**src/rtl/uart_pkg.sv**
```systemverilog
// Shared types and helpers for the parametrised UART engine.
// Parity and bit-period helpers are used at elaboration and in the datapath.
package uart_pkg;

  typedef enum logic [1:0] {
    PAR_NONE = 2'd0,
    PAR_EVEN = 2'd1,
    PAR_ODD  = 2'd2
  } parity_mode_e;

  typedef enum logic [2:0] {
    TX_IDLE,
    TX_START,
    TX_DATA,
    TX_PARITY,
    TX_STOP
  } tx_state_e;

  typedef enum logic [2:0] {
    RX_IDLE,
    RX_START,
    RX_DATA,
    RX_PARITY,
    RX_STOP,
    RX_BREAK
  } rx_state_e;

  // Callers zero-extend narrower words, which leaves the XOR unchanged.
  function automatic logic calc_parity(input logic [7:0] data, input parity_mode_e mode);
    logic p;
    p = ^data;
    return (mode == PAR_ODD) ? ~p : p;
  endfunction

  function automatic int bit_clks(input int clk_freq, input int baud_rate);
    return clk_freq / baud_rate;
  endfunction

endpackage

```
**src/rtl/uart_bit_timer.sv**
```systemverilog
// Bit-period down-counter: expire_o is high for the single cycle in which the
// count reads 1, so a load of N yields an expiry exactly N cycles later.
module uart_bit_timer #(
  parameter int WIDTH = 8
) (
  input  logic             clk,
  input  logic             rst,
  input  logic             load_i,
  input  logic [WIDTH-1:0] load_val_i,
  output logic             expire_o
);

  logic [WIDTH-1:0] cnt_q, cnt_d;

  always_comb begin
    cnt_d = cnt_q;
    if (load_i) begin
      cnt_d = load_val_i;
    end else if (cnt_q != '0) begin
      cnt_d = cnt_q - 1'b1;
    end
  end

  always_ff @(posedge clk) begin
    if (rst) begin
      cnt_q <= '0;
    end else begin
      cnt_q <= cnt_d;
    end
  end

  assign expire_o = (cnt_q == WIDTH'(1));

endmodule

```
**src/rtl/uart_engine.sv**
```systemverilog
// Full-duplex UART with configurable data width, parity and stop bits.
// TX and RX are independent FSMs, each paced by its own bit timer.
module uart_engine
  import uart_pkg::*;
#(
  parameter int CLK_FREQ    = 1000000,
  parameter int BAUD_RATE   = 9600,
  parameter int DATA_BITS   = 8,
  parameter int PARITY_MODE = 0,
  parameter int STOP_BITS   = 1
) (
  input  logic                 clk,
  input  logic                 rst,
  input  logic                 new_data,
  input  logic [DATA_BITS-1:0] din,
  output logic                 tx,
  output logic                 tx_busy,
  output logic                 donetx,
  input  logic                 rx,
  output logic [DATA_BITS-1:0] dout,
  output logic                 donerx,
  output logic                 parity_err,
  output logic                 frame_err
);

  localparam int BIT_CLKS  = bit_clks(CLK_FREQ, BAUD_RATE);
  localparam int HALF_CLKS = BIT_CLKS / 2;
  localparam int CNT_W     = $clog2(BIT_CLKS + 1);
  localparam logic [CNT_W-1:0] BIT_LOAD  = CNT_W'(BIT_CLKS);
  localparam logic [CNT_W-1:0] HALF_LOAD = CNT_W'(HALF_CLKS);
  localparam logic [2:0] LAST_BIT = 3'(DATA_BITS - 1);
  localparam parity_mode_e PMODE = parity_mode_e'(PARITY_MODE[1:0]);
  localparam bit PAR_EN = (PARITY_MODE != 0);

  if (BIT_CLKS < 4 || DATA_BITS < 5 || DATA_BITS > 8 || PARITY_MODE < 0 ||
      PARITY_MODE > 2 || STOP_BITS < 1 || STOP_BITS > 2) begin : g_bad_params
    $error("uart_engine: illegal parameter combination");
  end

  // ---------------- transmit ----------------
  tx_state_e            tx_state_q, tx_state_d;
  logic [DATA_BITS-1:0] tx_shift_q, tx_shift_d;
  logic [2:0]           tx_bit_q, tx_bit_d;
  logic                 tx_stop2_q, tx_stop2_d;
  logic                 tx_par_q, tx_par_d;
  logic                 tx_q, tx_d;
  logic                 donetx_q, donetx_d;
  logic                 tx_load, tx_expire;

  uart_bit_timer #(.WIDTH(CNT_W)) u_tx_timer (
    .clk       (clk),
    .rst       (rst),
    .load_i    (tx_load),
    .load_val_i(BIT_LOAD),
    .expire_o  (tx_expire)
  );

  always_comb begin
    tx_state_d = tx_state_q;
    tx_shift_d = tx_shift_q;
    tx_bit_d   = tx_bit_q;
    tx_stop2_d = tx_stop2_q;
    tx_par_d   = tx_par_q;
    tx_d       = tx_q;
    donetx_d   = 1'b0;
    tx_load    = 1'b0;
    unique case (tx_state_q)
      TX_IDLE: begin
        tx_d = 1'b1;
        if (new_data) begin
          tx_shift_d = din;
          tx_par_d   = calc_parity(8'(din), PMODE);
          tx_d       = 1'b0;
          tx_load    = 1'b1;
          tx_state_d = TX_START;
        end
      end
      TX_START: begin
        if (tx_expire) begin
          tx_d       = tx_shift_q[0];
          tx_shift_d = tx_shift_q >> 1;
          tx_bit_d   = 3'd0;
          tx_load    = 1'b1;
          tx_state_d = TX_DATA;
        end
      end
      TX_DATA: begin
        if (tx_expire) begin
          tx_load = 1'b1;
          if (tx_bit_q == LAST_BIT) begin
            tx_stop2_d = 1'b0;
            if (PAR_EN) begin
              tx_d       = tx_par_q;
              tx_state_d = TX_PARITY;
            end else begin
              tx_d       = 1'b1;
              tx_state_d = TX_STOP;
            end
          end else begin
            tx_d       = tx_shift_q[0];
            tx_shift_d = tx_shift_q >> 1;
            tx_bit_d   = tx_bit_q + 3'd1;
          end
        end
      end
      TX_PARITY: begin
        if (tx_expire) begin
          tx_d       = 1'b1;
          tx_load    = 1'b1;
          tx_state_d = TX_STOP;
        end
      end
      TX_STOP: begin
        if (tx_expire) begin
          if (STOP_BITS == 2 && !tx_stop2_q) begin
            tx_stop2_d = 1'b1;
            tx_load    = 1'b1;
          end else begin
            tx_d       = 1'b1;
            donetx_d   = 1'b1;
            tx_state_d = TX_IDLE;
          end
        end
      end
      default: begin
        tx_d       = 1'b1;
        tx_state_d = TX_IDLE;
      end
    endcase
  end

  always_ff @(posedge clk) begin
    if (rst) begin
      tx_state_q <= TX_IDLE;
      tx_shift_q <= '0;
      tx_bit_q   <= '0;
      tx_stop2_q <= 1'b0;
      tx_par_q   <= 1'b0;
      tx_q       <= 1'b1;
      donetx_q   <= 1'b0;
    end else begin
      tx_state_q <= tx_state_d;
      tx_shift_q <= tx_shift_d;
      tx_bit_q   <= tx_bit_d;
      tx_stop2_q <= tx_stop2_d;
      tx_par_q   <= tx_par_d;
      tx_q       <= tx_d;
      donetx_q   <= donetx_d;
    end
  end

  assign tx      = tx_q;
  assign tx_busy = (tx_state_q != TX_IDLE);
  assign donetx  = donetx_q;

  // ---------------- receive ----------------
  rx_state_e            rx_state_q, rx_state_d;
  logic                 rx_meta_q, rx_s_q;
  logic [DATA_BITS-1:0] rx_shift_q, rx_shift_d;
  logic [2:0]           rx_bit_q, rx_bit_d;
  logic                 rx_par_q, rx_par_d;
  logic [DATA_BITS-1:0] dout_q, dout_d;
  logic                 donerx_q, donerx_d;
  logic                 perr_q, perr_d;
  logic                 ferr_q, ferr_d;
  logic                 rx_load, rx_expire;
  logic [CNT_W-1:0]     rx_load_val;

  uart_bit_timer #(.WIDTH(CNT_W)) u_rx_timer (
    .clk       (clk),
    .rst       (rst),
    .load_i    (rx_load),
    .load_val_i(rx_load_val),
    .expire_o  (rx_expire)
  );

  always_comb begin
    rx_state_d  = rx_state_q;
    rx_shift_d  = rx_shift_q;
    rx_bit_d    = rx_bit_q;
    rx_par_d    = rx_par_q;
    dout_d      = dout_q;
    perr_d      = perr_q;
    ferr_d      = ferr_q;
    donerx_d    = 1'b0;
    rx_load     = 1'b0;
    rx_load_val = BIT_LOAD;
    unique case (rx_state_q)
      RX_IDLE: begin
        if (!rx_s_q) begin
          rx_load     = 1'b1;
          rx_load_val = HALF_LOAD;
          rx_state_d  = RX_START;
        end
      end
      RX_START: begin
        if (rx_expire) begin
          if (rx_s_q) begin
            rx_state_d = RX_IDLE;
          end else begin
            rx_load    = 1'b1;
            rx_bit_d   = 3'd0;
            rx_state_d = RX_DATA;
          end
        end
      end
      RX_DATA: begin
        if (rx_expire) begin
          rx_shift_d = {rx_s_q, rx_shift_q[DATA_BITS-1:1]};
          rx_load    = 1'b1;
          if (rx_bit_q == LAST_BIT) begin
            rx_state_d = PAR_EN ? RX_PARITY : RX_STOP;
          end else begin
            rx_bit_d = rx_bit_q + 3'd1;
          end
        end
      end
      RX_PARITY: begin
        if (rx_expire) begin
          rx_par_d   = rx_s_q;
          rx_load    = 1'b1;
          rx_state_d = RX_STOP;
        end
      end
      RX_STOP: begin
        if (rx_expire) begin
          donerx_d   = 1'b1;
          dout_d     = rx_shift_q;
          perr_d     = PAR_EN && (rx_par_q != calc_parity(8'(rx_shift_q), PMODE));
          ferr_d     = !rx_s_q;
          rx_state_d = rx_s_q ? RX_IDLE : RX_BREAK;
        end
      end
      RX_BREAK: begin
        // A stuck-low line must rise before another start can be seen.
        if (rx_s_q) begin
          rx_state_d = RX_IDLE;
        end
      end
      default: rx_state_d = RX_IDLE;
    endcase
  end

  always_ff @(posedge clk) begin
    if (rst) begin
      rx_meta_q  <= 1'b1;
      rx_s_q     <= 1'b1;
      rx_state_q <= RX_IDLE;
      rx_shift_q <= '0;
      rx_bit_q   <= '0;
      rx_par_q   <= 1'b0;
      dout_q     <= '0;
      donerx_q   <= 1'b0;
      perr_q     <= 1'b0;
      ferr_q     <= 1'b0;
    end else begin
      rx_meta_q  <= rx;
      rx_s_q     <= rx_meta_q;
      rx_state_q <= rx_state_d;
      rx_shift_q <= rx_shift_d;
      rx_bit_q   <= rx_bit_d;
      rx_par_q   <= rx_par_d;
      dout_q     <= dout_d;
      donerx_q   <= donerx_d;
      perr_q     <= perr_d;
      ferr_q     <= ferr_d;
    end
  end

  assign dout       = dout_q;
  assign donerx     = donerx_q;
  assign parity_err = perr_q;
  assign frame_err  = ferr_q;

endmodule

```
**config.mk**
```make
export PLATFORM = sky130hd
export DESIGN_NAME = uart_engine
export DESIGN_NICKNAME = d
export VERILOG_FILES = /design/src/rtl/uart_pkg.sv /design/src/rtl/uart_bit_timer.sv /design/src/rtl/uart_engine.sv
export SDC_FILE = /design/constraint.sdc
export NUM_CORES = 1
export LEC_CHECK = 0
export CORE_MARGIN = 2
export CORE_UTILIZATION = 45
export CTS_BUF_LIST = sky130_fd_sc_hd__clkbuf_4 sky130_fd_sc_hd__clkbuf_8
export DETAILED_ROUTE_END_ITERATION = 12
export PLACE_DENSITY_LB_ADDON = 0.2
export SLEW_MARGIN = 20
export SYNTH_ARGS = -nofsm -noshare
export SYNTH_HDL_FRONTEND = slang
export SYNTH_SLANG_ARGS = --single-unit
```
**constraint.sdc**
```tcl
create_clock -name clk -period 5.75 [get_ports clk]
set_input_delay 1.15 -clock clk [delete_from_list [all_inputs] [get_ports clk]]
set_output_delay 1.15 -clock clk [all_outputs]
set_load 0.005 [all_outputs]
```
==> Yosys cells after proc, flatten, opt, wreduce, memory -nomap -nowiden <==
Index checks and enable logic that the tools add are counted.
{ "classes": {"n_eq_ne": 30, "n_bitwise": 2, "muxes": 49, "add_sub_neg": 4, "n_reduce_logical": 25} }
{ "ops": {"columns": ["operator", "count"], "rows": [
  ["two-way mux 3 bit", 20],
  ["two-way mux 7 bit", 6],
  ["two-way mux 8 bit", 4],
  ["!= test 2 bit, second input constant", 16],
  ["one-hot mux 8 bit (3 select lines)", 1],
  ["one-hot mux 3 bit (6 select lines)", 1],
  ["equality test 3 bit, second input constant", 5],
  ["one-hot mux 3 bit (5 select lines)", 1],
  ["equality test 7 x 1 -> 1 bit, second input constant", 2],
  ["nonzero test 7 bit", 2],
  ["subtractor 7 x 1 -> 7 bit, second input constant", 2],
  ["equality test 3 x 2 -> 1 bit, second input constant", 4],
  ["one-hot mux 3 bit (2 select lines)", 2],
  ["two-way mux 1 bit", 10],
  ["AND reduction 5 bit", 2],
  ["OR reduction 2 bit", 5],
  ["nonzero test 2 bit", 4],
  ["AND reduction 7 bit", 1],
  ["adder 3 x 1 -> 3 bit, second input constant", 2],
  ["equality test 3 x 1 -> 1 bit, second input constant", 2],
  ["logical NOT 3 bit", 2],
  ["AND reduction 6 bit", 1],
  ["nonzero test 3 bit", 2],
  ["one-hot mux 1 bit (4 select lines)", 1],
  ["10 further kinds", 12]
]} }
{ "word_totals": {"in_bits": 12, "elab_cells": 126, "ff_bits": 56} }

==> Longest topological paths before layout <==
Gate-level depths: netlist of the first run.
{ "depth": {"ltp_word": 4, "ltp_mapped": 8, "mapped_depth_nobuf": 6} }

==> Modules after synthesis <==
A second synthesis of the first run with hierarchy kept.
{ "hier_totals": {"cells_unflattened": 324, "area_unflattened_um2": 2773.9} }
{ "modules_own_cells": {"columns": ["module", "seq_area_each_um2", "cells_each", "n_inst", "area_per_inst_um2"], "rows": [
  ["uart_engine", 840.8, 222, 1, 1893.1],
  ["uart_bit_timer", 140.1, 51, 2, 440.4]
]} }

==> Least setup slack after synthesis of the first run <==
OpenSTA, ideal clock, no wires.
{ "synth_timing": {"path_type": "flip-flop to output port", "start": "register tx_state_q[0]", "end": "output port tx_busy", "t_arrival_ps": 846, "setup_slack_ps": 3754, "t_required_ps": 4600, "path_stages_with_launch": 3, "path_buffers": 1, "cell_sequence": "dfxtp_1 > clkbuf_1 > or3_1"} }
{ "synth_via": {"elab_chain_cells": 1} }
{ "synth_lines": {"columns": ["element", "line", "rtl"], "rows": [
  ["from (decl)", "uart_engine.sv:41", "tx_state_e tx_state_q, tx_state_d;"],
  ["from (signal assigned)", "uart_engine.sv:142", "tx_state_q <= tx_state_d;"],
  ["nonzero test 3 bit", "uart_engine.sv:153", "assign tx_busy = (tx_state_q != TX_IDLE);"],
  ["to (decl)", "uart_engine.sv:17", "output logic tx_busy,"]
]} }
Every way passes these cells.

==> Final worst setup path of the first run <==
Ends and elaborated chain as after synthesis.

==> out/metrics.yaml, run 1 <==
outcome:
  status: "finished clean"
power:
  clock_power_share_pct: 22.3
  swShare_pct: 34.4
  seq_power_share_pct: 48.0
  total_power_mw: 1.01
  p_sw_mw: 0.346
  power.density_nw_per_um2: 352
  ir_drop_uv: 239
  intPower_mw: 0.661
  p_leak_nw: 1.12
  comb_power_share_pct: 29.8
cts:
  cts_resized: 0
  cts_root_buf: "clkbuf_8"
  path_clk_slew_ps: 100
  cts_setup_buffers: 0
  clock_path_buffers: 2
  cts_hold_buffers: 0
  cts_tree: "yes"
  cts_buffers: 5
  clock_latency_ps: 310
  htreeDepth: 2
  cts_sinks: 56
logic_synthesis:
  synth_ff_type: "dfxtp_1"
  synth_edf_count: 0
  async_flop_share_pct: 0
  synth_cell_types: 51
  synth_top_area_share_pct: 44.9
  synth_nets: 284
  postSynthCellCount: 264
  ys_seq_elements: 56
  yosys.cell_count.top_type: "dfxtp_1"
  synth.avg_cell_area_um2: 9.46
  synth_commonest_cells: "56 x dfxtp_1, 35 x nor2_1, 23 x mux2i_1"
  syn_area_um2: 2500
  yosysTopAreaCell: "dfxtp_1"
  synthTopCellsByArea: "dfxtp_1 45%, mux2i_1 9.2%, nor2_1 5.3%"
  seq_area_frac_synth_pct: 44.9
  yosys_warnings: 0
sta:
  fin_crit_sh_pct: 48.0
  setup_viol: 0
  setup_tns_ps: 0
  rsz0062_at_grt: "no"
  hold_viol_final: 0
  skew_ps: 4.36
  min_period_ps: 2760
  relSlewSlack_pct: 37.8
  worst_pin_slew_ps: 931
  max_freq_mhz: 362
  slew_violations: 0
routing:
  viasPerCell: 5.29
  routed_wl_um: 4230
  ant_nets: 0
  wl_per_cell_um: 12.0
  vias: 1866
  drc_errors: 0
  drt-initial-drc-count: 114
  drtPass1Iterations: 4
setup_path:
  cp-start-kind: "flop"
  crit_start: "tx_state_q[0]"
  crit_arrival_ps: 1610
  endpoint_kind: "primary output"
  critical_path_class: "flop to primary output"
  cp.required_ps: 4600
  cp_max_fo: 10
  r2r_start: "u_tx_timer.cnt_q[0]"
global_route:
  antenna_found_initial: 0
  grt_pass1_wl_um: 7360
  grt_start_max_net_pins: 35
  globalRouteTotalUtil_pct: 14.7
  grt_overflow: 0
  grt_pass1_vias: 1638
floorplanning:
  row_count: 27
  initial_core_util_pct: 45.9
  die_area_um2: 6160
  core_um2: 5440
  dieHeight_um: 78.5
  chipWidth_um: 78.5
  io_pins: 26
finish:
  drive_above_1_share_pct: 7.83
  fin_nets: 300
  fin_util_pct: 52.5
  fillers: 515
  antenna_cells: 0
  areaGrowthSynthToFinish_pct: 14.5
hold_path:
  min_path_type: "flop to flop"
  worstHoldStart: "rx_meta_q"
placed_design:
  numPortBuffers: 24
  post-dp-hpwl_um: 2970
  gp_congestion: 0.776
run:
  max_cap_violations: 0
## power by group through the flow
stage / registers (mW) / logic [mW] / clock network (mW)
after floorplan: 0.478 / 0.257 / 0
after global placement: 0.491 / 0.297 / 0
after detailed placement: 0.491 / 0.299 / 0
after CTS: 0.482 / 0.301 / 0.234
after global routing: 0.492 / 0.345 / 0.250
final: 0.483 / 0.300 / 0.224
## cells in the final DEF (no fill, tap or decap), types with 2 or more instances in the layout
| cell type | n |
|---|---|
| buf_4 | 2 |
| mux2i_1 | 23 |
| a22o_1 | 4 |
| inv_1 | 7 |
| o21ai_0 | 8 |
| nor2b_1 | 2 |
| a31oi_1 | 5 |
| xnor2_1 | 4 |
| nor4_1 | 2 |
| nor3b_1 | 2 |
| nand2_1 | 12 |
| inv_6 | 2 |
| a211oi_1 | 5 |
| or3_1 | 4 |
| ha_1 | 8 |
| clkdlybuf4s50_1 | 24 |
| o31ai_1 | 3 |
| or2_2 | 3 |
| mux2_2 | 2 |
| a21oi_1 | 11 |
| o2bb2ai_1 | 8 |
| xor2_1 | 5 |
| nor3_1 | 6 |
| nand3_1 | 6 |
| nor2_1 | 35 |
| nand2b_1 | 3 |
| dfxtp_1 | 56 |
| clkbuf_8 | 5 |
## final timing paths
path | to | slack, ps | cells past startpoint
setup / recovery | tx_busy | 2990 | 2
hold / removal | rx_s_q | 430 | 1
setup reg to reg | tx_state_q[2] | 3640 | 5
hold reg to reg | rx_s_q | 430 | 1
## registers in the layout, indices dropped and copies added, names as in the netlist, 3 cells and up
| name | count |
|---|---|
| rx_bit_q | 3 |
| u_tx_timer.cnt_q | 7 |
| rx_state_q | 3 |
| dout | 8 |
| rx_shift_q | 8 |
| u_rx_timer.cnt_q | 7 |
| tx_bit_q | 3 |
| tx_state_q | 3 |
| tx_shift_q | 8 |
## cell type report
class	instances	area [µm²]	area share, %
timing repair buffer	26	255	8.93
clock buffer	5	68.8	2.41
tap	72	90.1	3.15
multi-input combinational	184	1270	44.5
clock inverter	3	25.0	0.876
sequential	56	1120	39.2
inverter	7	26.3	0.919
## cell families after synthesis
kind of cell             after synthesis  share of synthesized area (%)
AO/OA/AOI/OAI                         56                           16.0
XOR/XNOR                               9                           3.16
adder cells (fa/ha/maj)                8                           4.01
buffers and inverters                 24                           4.41
flip-flops                            56                           44.9
multiplexers                          25                           10.1
other                                  1                          0.150
AND/OR/NAND/NOR                       85                           17.2
## worst max-delay path, cell delays in order (launching register included)
cell and delay (ps):
dfxtp_1 410, or3_1 430, clkdlybuf4s50_1 460
## stage by stage
step           setup slack (ps)  cell area (µm²)  hold WS [ps]  std cells
2_1_floorplan              3750             2500           389        264
3_3_place_gp               3030             2760           399        345
3_5_place_dp               2980             2760           399        345
4_1_cts                    2970             2860           429        353
5_1_grt                    2920             2860           462        353
6_report                   2990             2860           432        353
## layer usage
layer / global-route usage [%] / vias up / wire length, µm
li1: - / 965 / -
met4: 5.26 / 0 / 42
met2: 22.6 / 33 / 1890
met1: 20.2 / 863 / 2140
met3: 3.33 / 5 / 156
met5: 0 / - / 0
Power figures use the tool's default switching activity.
==> run 2, diff against run 1 <==
==> constraint.sdc (replaced) <==
create_clock -name clk -period 2.7 [get_ports clk]
set_input_delay 0.54 -clock clk [delete_from_list [all_inputs] [get_ports clk]]
set_output_delay 0.54 -clock clk [all_outputs]
set_load 0.005 [all_outputs]
==> run 2 against run 1 <==
Compared with the run above:
- combinational power up 120%
- critical path depth rose by 3
- sequential power up 110%
- largest cell class unchanged
- largest power group unchanged
==> out/metrics.yaml, run 2 (synthesis results as in run 1) <==
outcome:
  status: "finished clean"
run:
  max_cap_violations: 0  # unchanged
floorplanning:
  core_um2: 5440  # unchanged
  die_area_um2: 6160  # unchanged
  chipWidth_um: 78.5  # unchanged
  initial_core_util_pct: 45.9  # unchanged
  dieHeight_um: 78.5  # unchanged
  io_pins: 26  # unchanged
  row_count: 27  # unchanged
setup_path:
  rrSetupSlack_ps: 520  # -3120 ps
  cp-start-kind: "flop"
  cp_max_fo: 12  # +2
  critical-path-top-delay-family: "simple AND/OR/NAND/NOR gates"
  reg2reg_depth: 5  # unchanged
  path_cells: "ha_1 -> nor3b_1 -> nand2_1 -> or4b_2 -> a21oi_1"
  crit_arrival_ps: 2430  # +820 ps
  worst-path-buf-inv: 0  # -1
  r2r_start: "u_tx_timer.cnt_q[0]"
  max_stage_delay_ps: 690  # +230 ps
  r2r_end: "tx_state_q[2]"
  endpoint_kind: "flop"
  slowest_stage: "or4b_2"
  cp.required_ps: 2950  # -1650 ps
  critical_path_class: "flop to flop"
placed_design:
  post-dp-hpwl_um: 3140  # +5.7%
  dpl_cell_area_um2: 2780  # +0.54%
  gp_congestion: 0.764  # -1.6%
  numPortBuffers: 24  # unchanged
cts:
  cts_resized: 0  # unchanged
  cts_sinks: 56  # unchanged
  path_clk_slew_ps: 100  # about the same
  cts_buffers: 5  # unchanged
  cts_hold_buffers: 0  # unchanged
  cts_tree: "yes"
  cts_root_buf: "clkbuf_8"
  clock_latency_ps: 310  # about the same
  cts_setup_buffers: 0  # unchanged
  htreeDepth: 2  # unchanged
  clock_path_buffers: 2  # unchanged
power:
  power.density_nw_per_um2: 754  # +110%
  p_sw_mw: 0.745  # +120%
  p_leak_nw: 1.12  # +0.63%
  intPower_mw: 1.42  # +120%
  seq_power_share_pct: 47.6  # -0.4 points
  swShare_pct: 34.4  # about the same
  clock_power_share_pct: 22.1  # -0.2 points
  comb_power_share_pct: 30.3  # +0.5 points
  ir_drop_uv: 414  # +73%
global_route:
  antenna_found_initial: 0  # unchanged
  grt_pass1_wl_um: 7570  # +2.9%
  globalRouteTotalUtil_pct: 15.1  # +0.44 points
  grt_pass1_vias: 1752  # +7.0%
  grt_start_max_net_pins: 39  # +11%
  grt_overflow: 0  # unchanged
routing:
  routed_wl_um: 4440  # +4.9%
  vias: 1896  # +1.6%
  ant_nets: 0  # unchanged
  viasPerCell: 5.34  # +1.0%
  drc_errors: 0  # unchanged
  drtPass1Iterations: 4  # unchanged
  wl_per_cell_um: 12.5  # +4.3%
  drt-initial-drc-count: 150  # +32%
sta:
  max_freq_mhz: 458
  slew_violations: 0  # unchanged
  setup_viol: 0  # unchanged
  min_period_ps: 2180
  fin_crit_sh_pct: 80.9
  worst_pin_slew_ps: 714  # -217 ps
  skew_ps: 6.40  # +2.04 ps
  setup_tns_ps: 0  # unchanged
  relSlewSlack_pct: 52.0  # +14 points
  hold_viol_final: 0  # unchanged
  rsz0062_at_grt: "no"
hold_path:
  holdPathEnd: "rx_s_q"
  worstHoldStart: "rx_meta_q"
  worstHoldPathCells: 1  # unchanged
  min_path_type: "flop to flop"
finish:
  areaGrowthSynthToFinish_pct: 15.1
  fin_nets: 302  # +0.67%
  layout_common_cells: "56 x dfxtp_1, 35 x nor2_1, 24 x clkdlybuf4s50_1, 23 x mux2i_1, 12 x nand2_1"
  antenna_cells: 0  # unchanged
  final_common_cell: "dfxtp_1"
  design_area_um2: 2870  # +0.57%
  fillers: 521  # +1.2%
  drive_above_1_share_pct: 8.48  # +0.65 points
==> run 2: changes by cell type in the layout (fill, tap and decap cells not counted), sizes merged <==
cell and change:
inv -1, buf +2, clkinvlp +1
==> run 2: power groups by stage <==
stage | Sequential (mW) | Clock [mW] | Combinational (mW)
2_1_floorplan | 1.02 | 0 | 0.547
3_3_place_gp | 1.05 | 0 | 0.648
3_5_place_dp | 1.05 | 0 | 0.659
4_1_cts | 1.03 | 0.503 | 0.663
5_1_grt | 1.05 | 0.522 | 0.741
6_report | 1.03 | 0.478 | 0.657
==> run 2: per-layer routing <==
metal | part of all wire [%] | global-route usage, % | up-vias
li1 | - | - | 971
met1 | 48 | 17.8 | 891
met2 | 49 | 26.9 | 32
met3 | 2.9 | 3.79 | 2
met4 | 0.38 | 4.74 | 0
met5 | 0 | 0 | -
==> run 2: worst register-to-register path: stages (launching register included) <==
cell and delay (ps):
dfxtp_1 400, ha_1 160, nor3b_1 400, nand2_1 330
or4b_2 690, a21oi_1 150
==> run 2: how the worst max path moves through the flow <==
| stage | from | end | slack [ps] | cells past startpoint |
|---|---|---|---|---|
| 6_report | u_tx_timer.cnt_q[0] | tx_state_q[2] | 520 | 5 |
| 3_5_place_dp | u_tx_timer.cnt_q[0] | tx_state_q[2] | 560 | 5 |
| 4_1_cts | tx_state_q[0] | tx_busy | 520 | 2 |
| 5_1_grt | u_tx_timer.cnt_q[0] | tx_state_q[2] | 380 | 5 |
| 3_3_place_gp | u_tx_timer.cnt_q[0] | tx_state_q[2] | 560 | 5 |
| 2_1_floorplan | u_rx_timer.cnt_q[0] | dout[0] | 780 | 7 |
==> run 2: cell type report <==
| class | instances | area, µm² | share of cell area (%) |
|---|---|---|---|
| clock buffer | 5 | 68.8 | 2.39 |
| timing repair buffer | 28 | 270 | 9.40 |
| clock inverter | 3 | 26.3 | 0.914 |
| inverter | 7 | 26.3 | 0.914 |
| tap | 72 | 90.1 | 3.13 |
| multi-input combinational | 184 | 1270 | 44.2 |
| sequential | 56 | 1120 | 39.0 |
==> run 2: per-stage QoR <==
stage          util, %  cells  setup slack [ps]  hold WS (ps)  power, mW
3_3_place_gp      51.1    347               563           392       1.69
6_report          52.8    355               516           416       2.17
2_1_floorplan        -    264               783           389       1.57
5_1_grt           52.8    355               382           439       2.31
4_1_cts           52.8    355               519           425       2.20
3_5_place_dp      51.1    347               563           394       1.71
==> run 3, diff against run 2 <==
==> constraint.sdc (replaced) <==
create_clock -name clk -period 2 [get_ports clk]
set_input_delay 0.4 -clock clk [delete_from_list [all_inputs] [get_ports clk]]
set_output_delay 0.4 -clock clk [all_outputs]
set_load 0.005 [all_outputs]
==> run 3 against run 2 <==
Compared with the run above:
- largest cell class unchanged
- utilization up 3.3 points
- critical path type unchanged
- non-clock buffer count up 14
- worst hold slack worse by 10 ps
- critical path depth up 1
==> out/metrics.yaml, run 3 (synthesis results as in run 1) <==
global_route:
  grt_pass1_vias: 1787  # +2.0%
  grt_pass1_wl_um: 7960  # +5.2%
  met1_usage_pct: 20.7  # +2.9 points
  grt_start_max_net_pins: 20  # -49%
  grt_util_met3_pct: 4.02  # +0.23 points
  grtUsageMet2_pct: 25.5  # -1.4 points
  grt_overflow: 0  # unchanged
  grt.busiest_layer: "met2"
  globalRouteTotalUtil_pct: 15.9  # +0.78 points
  antenna_found_initial: 0  # unchanged
floorplanning:
  die_area_um2: 6160  # unchanged
  io_pins: 26  # unchanged
  initial_core_util_pct: 45.9  # unchanged
  dieHeight_um: 78.5  # unchanged
  row_count: 27  # unchanged
  chipWidth_um: 78.5  # unchanged
  core_um2: 5440  # unchanged
finish:
  final_common_cell: "dfxtp_1"
  layout_common_cells: "54 x dfxtp_1, 35 x nor2_1, 23 x mux2i_1, 23 x clkdlybuf4s50_1, 17 x buf_4"
  antenna_cells: 0  # unchanged
  areaGrowthSynthToFinish_pct: 22.3
  fin_nets: 317  # +5.0%
  drive_above_1_share_pct: 16.4  # +8.0 points
  fillers: 506  # -2.9%
sta:
  rsz0062_at_grt: "yes"
  hold_viol_final: 0  # unchanged
  relSlewSlack_pct: 54.3  # +2.3 points
  max_freq_mhz: 511  # +11%
  skew_ps: 9.70  # +3.30 ps
  slew_violations: 0  # unchanged
  worst_slack_ps: 41.4  # -475 ps
  setup_viol: 0  # unchanged
  fin_crit_sh_pct: 97.9  # +17 points
  min_period_ps: 1960  # -225 ps
  worst_pin_slew_ps: 679  # -34.4 ps
cts:
  htreeDepth: 2  # unchanged
  path_clk_slew_ps: 110  # about the same
  cts_sinks: 56  # unchanged
  clock_path_buffers: 2  # unchanged
  cts_root_buf: "clkbuf_8"
  cts_buffers: 5  # unchanged
  clock_latency_ps: 320  # about the same
  cts_tree: "yes"
hold_path:
  worstHoldPathCells: 1  # unchanged
  min_path_type: "flop to flop"
setup_path:
  crit_arrival_ps: 2220  # -210 ps
  critical_path_class: "flop to flop"
  path_cells: "inv_2 -> ha_1 -> or3b_4 -> or4b_4 -> or2_0 -> a21oi_1"
  critical-path-top-delay-family: "simple AND/OR/NAND/NOR gates"
  cp-start-kind: "flop"
  worst-path-buf-inv: 1  # +1
  max_stage_delay_ps: 620  # -70 ps
  endpoint_kind: "flop"
  slowest_stage: "or4b_4"
  rrSetupSlack_ps: 40  # -470 ps
  cp.required_ps: 2260  # -690 ps
  reg2reg_depth: 6  # +1
  cp_max_fo: 6  # -6
  crit_cells: 6  # +1
routing:
  wl_per_cell_um: 12.8  # +2.1%
  drc_errors: 0  # unchanged
  routed_wl_um: 4720  # +6.4%
  vias: 1949  # +2.8%
  drtPass1Iterations: 5  # +1
  drt-initial-drc-count: 119  # -21%
  viasPerCell: 5.27  # -1.4%
  ant_nets: 0  # unchanged
power:
  power.density_nw_per_um2: 1010  # +33%
  ir_drop_uv: 562  # +36%
  p_leak_nw: 1.23  # +9.8%
  swShare_pct: 34.7  # +0.29 points
  comb_power_share_pct: 33.4  # +3.1 points
  total_power_mw: 3.07  # +42%
  intPower_mw: 2.01  # +41%
  p_sw_mw: 1.06  # +43%
  clock_power_share_pct: 21.4  # -0.7 points
  seq_power_share_pct: 45.1  # -2.5 points
placed_design:
  gp_congestion: 0.819  # +7.2%
  post-dp-hpwl_um: 3270  # +4.2%
  place_ws_ps: 11.9  # -551 ps
  numPortBuffers: 24  # unchanged
run:
  max_cap_violations: 0  # unchanged
outcome:
  status: "finished clean"
-- run 3: path summary, 6_finish.rpt --
path | start | end
setup / recovery | u_rx_timer.cnt_q[1] | frame_err
hold / removal | rx_meta_q | rx_s_q
hold reg to reg | rx_meta_q | rx_s_q
setup reg to reg | u_rx_timer.cnt_q[1] | frame_err
-- run 3: repair_timing --
action | 4_1_cts | 5_1_grt
pin swaps | 1 | 5
gates resized for setup | 1 | 15
gates cloned | 0 | 1
endpoints found under the setup margin | 2 | 26
setup buffers | 0 | 2
hold buffers | 0 | 0
endpoints found under the hold margin | 0 | 0
-- run 3: final cells by class --
class                           instances  area (µm²)  share of cell area [%]
Clock buffer                            5        68.8                    2.26
Clock inverter                          3        27.5                   0.902
Inverter                                7        26.3                   0.861
Multi-Input combinational cell        185        1330                    43.6
Sequential cell                        56        1130                    36.9
Tap cell                               72        90.1                    2.95
Timing Repair Buffer                   42         382                    12.5
-- run 3: per-stage QoR --
stage | setup TNS (ps) | std cells | hold WS [ps] | area (µm²) | util (%)
floorplan | 0 | 264 | 389 | 2500 | -
global placement | 0 | 359 | 393 | 2870 | 52.7
detailed placement | 0 | 359 | 398 | 2870 | 52.7
CTS | 0 | 367 | 417 | 2970 | 54.5
global route | -35.7 | 370 | 445 | 3050 | 56.1
finish | 0 | 370 | 406 | 3050 | 56.1
-- run 3: metal layers --
layer,vias to the layer above,routed length [µm]
li1,1000,-
met2,49,2150
met5,-,0
met3,8,208
met1,892,2310
met4,0,54
-- run 3: power groups by stage --
stage               clock [mW]  combinational [mW]  sequential [mW]
global placement             0               0.952             1.40
finish                   0.658                1.03             1.39
CTS                      0.678               0.969             1.38
detailed placement           0               0.961             1.40
floorplan                    0               0.739             1.38
global route             0.721                1.16             1.41
